<file path="src/rtl/perm_inverse_engine_if.sv">
// Streaming bus of the permutation engine.
//   abort                : synchronous frame discard (driver -> engine)
//   in_valid/in_ready    : load handshake, in_data = destination of the next
//                          input index, in_mode = 0 forward / 1 inverse
//   out_valid/out_ready  : emit handshake, out_data = entry at the emit index,
//                          out_last marks entry N-1
//   perm_ok              : frame had no duplicate destinations
//   busy                 : a frame is in progress
// master = frame source/sink (testbench or upstream), slave = engine.
interface perm_inverse_engine_if #(
  parameter int LOG_N = 3
) ();
  logic             abort;
  logic             in_valid;
  logic             in_ready;
  logic [LOG_N-1:0] in_data;
  logic             in_mode;
  logic             out_valid;
  logic             out_ready;
  logic [LOG_N-1:0] out_data;
  logic             out_last;
  logic             perm_ok;
  logic             busy;

  modport master (
    output abort, in_valid, in_data, in_mode, out_ready,
    input  in_ready, out_valid, out_data, out_last, perm_ok, busy
  );

  modport slave (
    input  abort, in_valid, in_data, in_mode, out_ready,
    output in_ready, out_valid, out_data, out_last, perm_ok, busy
  );
endinterface

</file>
<file path="src/rtl/perm_inverse_engine.sv">
// Streaming permutation engine for Benes routing control.
// Loads an N-entry destination permutation one entry per beat (LOAD), then
// streams back either the forward table or its inverse (EMIT), flagging
// frames that contained duplicate destinations.
// Ports:
//   clk  : rising-edge clock
//   rst  : asynchronous active-high reset
//   bus  : perm_inverse_engine_if.slave (load/emit handshakes, abort, status)
module perm_inverse_engine #(
  parameter int LOG_N = 3
) (
  input  logic                  clk,
  input  logic                  rst,
  perm_inverse_engine_if.slave  bus
);
  localparam int N = 1 << LOG_N;
  localparam logic [LOG_N-1:0] LAST_IDX = LOG_N'(N - 1);

  typedef enum logic {S_LOAD, S_EMIT} state_t;

  state_t           state_reg, state_next;
  logic [LOG_N-1:0] ld_idx_reg;
  logic [LOG_N-1:0] em_idx_reg;
  logic             dup_reg;
  logic             mode_reg;

  logic [N-1:0]     seen_vec;
  logic [LOG_N-1:0] fwd_rd [N];
  logic [LOG_N-1:0] inv_rd [N];

  logic load_hs;
  logic emit_hs;
  logic load_done;
  logic frame_done;

  // abort outranks both handshakes; the entry offered alongside it is dropped.
  assign load_hs    = (state_reg == S_LOAD) & bus.in_valid & ~bus.abort;
  assign emit_hs    = (state_reg == S_EMIT) & bus.out_ready & ~bus.abort;
  assign load_done  = load_hs & (ld_idx_reg == LAST_IDX);
  assign frame_done = emit_hs & (em_idx_reg == LAST_IDX);

  // Per-entry storage: forward table, inverse table and the seen flag.
  // inv[] is written by destination, so a duplicate simply overwrites and the
  // last writer wins.
  generate
    for (genvar gi = 0; gi < N; gi++) begin : g_entry
      logic [LOG_N-1:0] fwd_reg;
      logic [LOG_N-1:0] inv_reg;
      logic             seen_reg;

      always_ff @(posedge clk) begin
        if (load_hs && ld_idx_reg == LOG_N'(gi)) begin
          fwd_reg <= bus.in_data;
        end
        if (load_hs && bus.in_data == LOG_N'(gi)) begin
          inv_reg <= ld_idx_reg;
        end
      end

      always_ff @(posedge clk or posedge rst) begin
        if (rst) begin
          seen_reg <= 1'b0;
        end else if (bus.abort || frame_done) begin
          seen_reg <= 1'b0;
        end else if (load_hs && bus.in_data == LOG_N'(gi)) begin
          seen_reg <= 1'b1;
        end
      end

      assign fwd_rd[gi]   = fwd_reg;
      assign inv_rd[gi]   = inv_reg;
      assign seen_vec[gi] = seen_reg;
    end
  endgenerate

  // Counters, duplicate flag and frame mode.
  always_ff @(posedge clk or posedge rst) begin
    if (rst) begin
      ld_idx_reg <= '0;
      em_idx_reg <= '0;
      dup_reg    <= 1'b0;
      mode_reg   <= 1'b0;
    end else if (bus.abort) begin
      ld_idx_reg <= '0;
      em_idx_reg <= '0;
      dup_reg    <= 1'b0;
    end else begin
      if (load_hs) begin
        // The counter wraps naturally to 0 after entry N-1.
        ld_idx_reg <= ld_idx_reg + 1'b1;
        dup_reg    <= dup_reg | seen_vec[bus.in_data];
        if (ld_idx_reg == '0) begin
          mode_reg <= bus.in_mode;
        end
      end
      if (emit_hs) begin
        em_idx_reg <= em_idx_reg + 1'b1;
      end
      if (frame_done) begin
        ld_idx_reg <= '0;
        dup_reg    <= 1'b0;
      end
    end
  end

  always_ff @(posedge clk or posedge rst) begin
    if (rst) begin
      state_reg <= S_LOAD;
    end else begin
      state_reg <= state_next;
    end
  end

  always_comb begin
    state_next    = state_reg;
    bus.in_ready  = 1'b0;
    bus.out_valid = 1'b0;
    bus.out_data  = '0;
    bus.out_last  = 1'b0;
    bus.perm_ok   = 1'b1;
    bus.busy      = 1'b0;

    if (bus.abort) begin
      state_next = S_LOAD;
    end else begin
      case (state_reg)
        S_LOAD:  if (load_done)  state_next = S_EMIT;
        S_EMIT:  if (frame_done) state_next = S_LOAD;
        default: state_next = S_LOAD;
      endcase
    end

    if (state_reg == S_EMIT) begin
      bus.out_valid = 1'b1;
      bus.out_last  = (em_idx_reg == LAST_IDX);
      bus.perm_ok   = ~dup_reg;
      bus.busy      = 1'b1;
      // Inverse entries whose index was never a destination read as 0.
      if (mode_reg) begin
        bus.out_data = seen_vec[em_idx_reg] ? inv_rd[em_idx_reg] : '0;
      end else begin
        bus.out_data = fwd_rd[em_idx_reg];
      end
    end else begin
      bus.in_ready = ~rst;
      bus.busy     = (ld_idx_reg != '0);
    end
  end
endmodule

</file>
<file path="src/flat_wrapper.sv">
// flat-port wrapper written by rule: the top's interface ports become plain ports
module perm_inverse_engine_flat 
#(
  parameter int LOG_N = 3
)
  (clk, rst, bus_abort, bus_in_valid, bus_in_data, bus_in_mode, bus_out_ready, bus_in_ready, bus_out_valid, bus_out_data, bus_out_last, bus_perm_ok, bus_busy);
  perm_inverse_engine_if #(.LOG_N(LOG_N)) bus_i ();
  input  logic clk;
  input  logic rst;
  input wire logic [$bits(bus_i.abort)-1:0] bus_abort;
  input wire logic [$bits(bus_i.in_valid)-1:0] bus_in_valid;
  input wire logic [$bits(bus_i.in_data)-1:0] bus_in_data;
  input wire logic [$bits(bus_i.in_mode)-1:0] bus_in_mode;
  input wire logic [$bits(bus_i.out_ready)-1:0] bus_out_ready;
  output wire logic [$bits(bus_i.in_ready)-1:0] bus_in_ready;
  output wire logic [$bits(bus_i.out_valid)-1:0] bus_out_valid;
  output wire logic [$bits(bus_i.out_data)-1:0] bus_out_data;
  output wire logic [$bits(bus_i.out_last)-1:0] bus_out_last;
  output wire logic [$bits(bus_i.perm_ok)-1:0] bus_perm_ok;
  output wire logic [$bits(bus_i.busy)-1:0] bus_busy;
  assign bus_i.abort = bus_abort;
  assign bus_i.in_valid = bus_in_valid;
  assign bus_i.in_data = bus_in_data;
  assign bus_i.in_mode = bus_in_mode;
  assign bus_i.out_ready = bus_out_ready;
  assign bus_in_ready = bus_i.in_ready;
  assign bus_out_valid = bus_i.out_valid;
  assign bus_out_data = bus_i.out_data;
  assign bus_out_last = bus_i.out_last;
  assign bus_perm_ok = bus_i.perm_ok;
  assign bus_busy = bus_i.busy;
  perm_inverse_engine #(.LOG_N(LOG_N)) u_core (.clk(clk), .rst(rst), .bus(bus_i));
endmodule
</file>
<file path="config.mk">
export PLATFORM = sky130hd
export DESIGN_NAME = perm_inverse_engine_flat
export DESIGN_NICKNAME = d
export VERILOG_FILES = /design/src/rtl/perm_inverse_engine_if.sv /design/src/rtl/perm_inverse_engine.sv /design/src/flat_wrapper.sv
export SDC_FILE = /design/constraint.sdc
export NUM_CORES = 1
export LEC_CHECK = 0
export ABC_CLOCK_PERIOD_IN_PS = 4400
export CORE_ASPECT_RATIO = 2
export CORE_MARGIN = 5
export CORE_UTILIZATION = 45
export CTS_BUF_LIST = sky130_fd_sc_hd__clkbuf_16
export DETAILED_ROUTE_END_ITERATION = 6
export GPL_ROUTABILITY_DRIVEN = 0
export PLACE_DENSITY_LB_ADDON = 0.12
export SLEW_MARGIN = 40
export SYNTH_ARGS = -nofsm -noshare
export SYNTH_HDL_FRONTEND = slang
export SYNTH_SLANG_ARGS = --single-unit
</file>
<file path="constraint.sdc">
create_clock -name clk -period 4.4 [get_ports clk]
set_input_delay 0.88 -clock clk [delete_from_list [all_inputs] [get_ports clk]]
set_output_delay 0.88 -clock clk [all_outputs]
set_load 0.01 [all_outputs]
</file>
==> out/qor.txt <==
status -> finished clean
IO Pins -> 17
DP Area -> 3150 µm²
DR WL/cell -> 20.7 µm
PostCTS Resize Cnt -> 0
Clock Latency Late Sink -> 0.33 ns
die extent in y -> 124 µm
clock share of power -> 0.461
largest family of logic cells by synthesized area -> multiplexers
CP delay by family, top -> buffers and inverters
largest net degree at the start of global routing -> 18
synth warn -> 0
CTS tree -> yes
Least-Margin Pin Slew -> 0.820 ns
xor/xnor share of the synthesized area -> 0.00594
Inst Count DP -> 295
final instance area -> 3420 µm²
clock skew -> 0.00644 ns
Peak Freq -> 0.299 GHz
H-tree depth -> 3
most common cell after layout, fill and taps aside -> edfxtp_1
Synth Area in Compound Gates -> 0.0632
total CTS buffers -> 9
stages on the worst setup path -> 6
Critical Path AT -> 2.46 ns
switch share -> 0.221
Post-DRT Antenna Nets -> 0
Min Clock Period, post-route -> 3.34 ns
Hold Vio Cnt, Final -> 0
Yosys cell types -> 34
first-pass GRT wire length -> 9980 µm
Net Switching -> 304 µW
Leakage -> 1.19 nW
drc violations -> 0
Max IR drop VDD -> 0.283 mV
CP required -> 3.52 ns
root buffer cell -> clkbuf_16
antenna violations before repair -> 0
die area -> 8370 µm²
Internal -> 1.08 mW
Pwr Density -> 404 nW/µm²
Initial Utilization -> 0.464
drt pass-1 iters -> 4
Final Total Pwr -> 1.38 mW
worst path cell trace -> buf_4, mux2i_1, a22oi_1, nand3_1, o21ai_1, clkdlybuf4s50_1
R2R setup slack -> 2.04 ns
Critical Path Max Stage Delay -> 0.63 ns
Pins Over Slew Limit -> 0
R2R cell count -> 3
row count -> 41
register bit count reported by yosys -> 65
Buf+Inv Stages, Crit Path -> 2
Slowest cell on crit path -> dfrtp_1
diode count -> 0
Post-synth EDFFs -> 48
multiplexer share of the synthesized area -> 0.129
Longest Clk Path Bufs -> 2
Nets -> 237
total track usage -> 0.174
remaining global-route overflow -> 0
Post-Syn Area -> 2950 µm²
initial DRC count -> 120
sequential power share -> 0.496
Gate power share -> 0.044
PortBufs -> 16
CP Launch Type -> flop
# hold bufs at CTS -> 0
most frequent cells in the layout -> edfxtp_1 (48), mux2i_1 (20), nor2_1 (17), dfrtp_1 (17), clkdlybuf4s50_1 (15)
Post-Synth Simple-Gate Area -> 0.104
layout cell share with drive strength beyond 1 -> 0.151
Reg clk slew, reported paths -> 0.05 ns
Core Area -> 6360 µm²
critical path class -> reg2out
final worst-path cycle share -> 0.759
Syn Area/Cell -> 14.5 µm²
HPWL after DPL -> 4780 µm
reg-to-reg endpoint -> u_core.g_entry[4].inv_reg[0]$_DFFE_PP_
via count -> 1,704
Syn Nets -> 220
top_reg_cell synth -> edfxtp_1
Post-CTS Setup Bufs -> 0
setup violators final -> 0
vias in the first global route -> 1,793
sequential element share of the synthesized area -> 0.633
worst min path class -> reg2reg
Crit. Startpoint -> u_core.em_idx_reg[2]$_DFFE_PP0P_
Critical Path Sink -> bus_out_data[0]
Final Util -> 0.537
critical path fanouts, max -> 15
max_cap viols -> 0
RSZ-0062 raised after global routing -> false
Layout area overhead -> 15.9%
# fillers -> 570
ranking of synthesized cells by area -> edfxtp_1 (49%), dfrtp_1 (14%), mux2i_1 (6.8%), mux4_2 (5.3%), ha_1 (3.4%)
Die W -> 67.2 µm
DR vias/cell -> 5.48
CP endpoint kind -> output pin
TNS Setup -> 0 ns
final WL -> 6450 µm
post-synthesis adder-cell area fraction -> 0.0339
Synth area leader -> edfxtp_1
relative slew slack -> 0.449
Mapped Cells -> 203
Critical R2R Launch -> u_core.state_reg$_DFF_PP0_
async set-reset flop share out of synthesis -> 0.262
top cell type's share of synthesized area -> 0.489
clk sinks -> 65
Post-Layout Cell Count -> 311
metal layers:
layer	global-route usage	routed length (µm)	up-vias
li1	-	-	791
met5	0	0	-
met2	0.306	3730	52
met3	0.0406	253	17
met1	0.172	2160	844
met4	0.111	300	0
worst min-delay path by stage:
stage | from | end | cells after the start
6_report | u_core.g_entry[5].seen_reg$_DFFE_PP0P_ | u_core.g_entry[5].seen_reg$_DFFE_PP0P_ | 1
3_3_place_gp | u_core.g_entry[7].seen_reg$_DFFE_PP0P_ | u_core.g_entry[7].seen_reg$_DFFE_PP0P_ | 1
4_1_cts | u_core.g_entry[5].seen_reg$_DFFE_PP0P_ | u_core.g_entry[5].seen_reg$_DFFE_PP0P_ | 1
3_5_place_dp | u_core.g_entry[5].seen_reg$_DFFE_PP0P_ | u_core.g_entry[5].seen_reg$_DFFE_PP0P_ | 1
5_1_grt | u_core.g_entry[5].seen_reg$_DFFE_PP0P_ | u_core.g_entry[5].seen_reg$_DFFE_PP0P_ | 1
2_1_floorplan | u_core.g_entry[5].seen_reg$_DFFE_PP0P_ | u_core.g_entry[5].seen_reg$_DFFE_PP0P_ | 1
layout make-up:
class	count	area, µm²	share of cell area
clock buffers	9	225	0.0659
clock inverters	7	46.3	0.0135
well taps	86	108	0.0315
multi-input cells	122	990	0.290
repair buffers	17	163	0.0476
inverters	5	18.8	0.00549
flip-flops and latches	65	1870	0.546
per-stage QoR:
stage	hold slack [ns]	setup WS, ns
3_5_place_dp	0.505	1.14
3_3_place_gp	0.506	1.18
6_report	0.513	1.06
5_1_grt	0.534	0.919
4_1_cts	0.517	0.980
2_1_floorplan	0.480	2.16
power groups by stage:
| stage | registers [mW] | clock network [mW] | logic, mW |
|---|---|---|---|
| 4_1_cts | 0.684 | 0.647 | 0.0614 |
| 3_5_place_dp | 0.696 | 0 | 0.0608 |
| 2_1_floorplan | 0.691 | 0 | 0.0357 |
| 3_3_place_gp | 0.696 | 0 | 0.0595 |
| 6_report | 0.684 | 0.635 | 0.0601 |
| 5_1_grt | 0.686 | 0.679 | 0.0662 |
kinds of logic (layout without fill, tap and decap cells):
logic type	count (synthesis)	count (layout)
AOI/OAI and AO/OA	25	25
xor gates and xnor gates	2	2
adders and majority gates	8	8
buffers and inverters	16	38
DFF	65	65
muxes	29	29
and+or+nand+nor	58	58
Yosys cell counts, drive strengths merged (6+ instances only):
cell type and number:
dfrtp 17, nor2 17, mux4 7, ha 8, nand2 13, nand3 7
buf 11, edfxtp 48, a21oi 6, mux2i 20
Note: power is estimated with default switching activity, not from simulation.
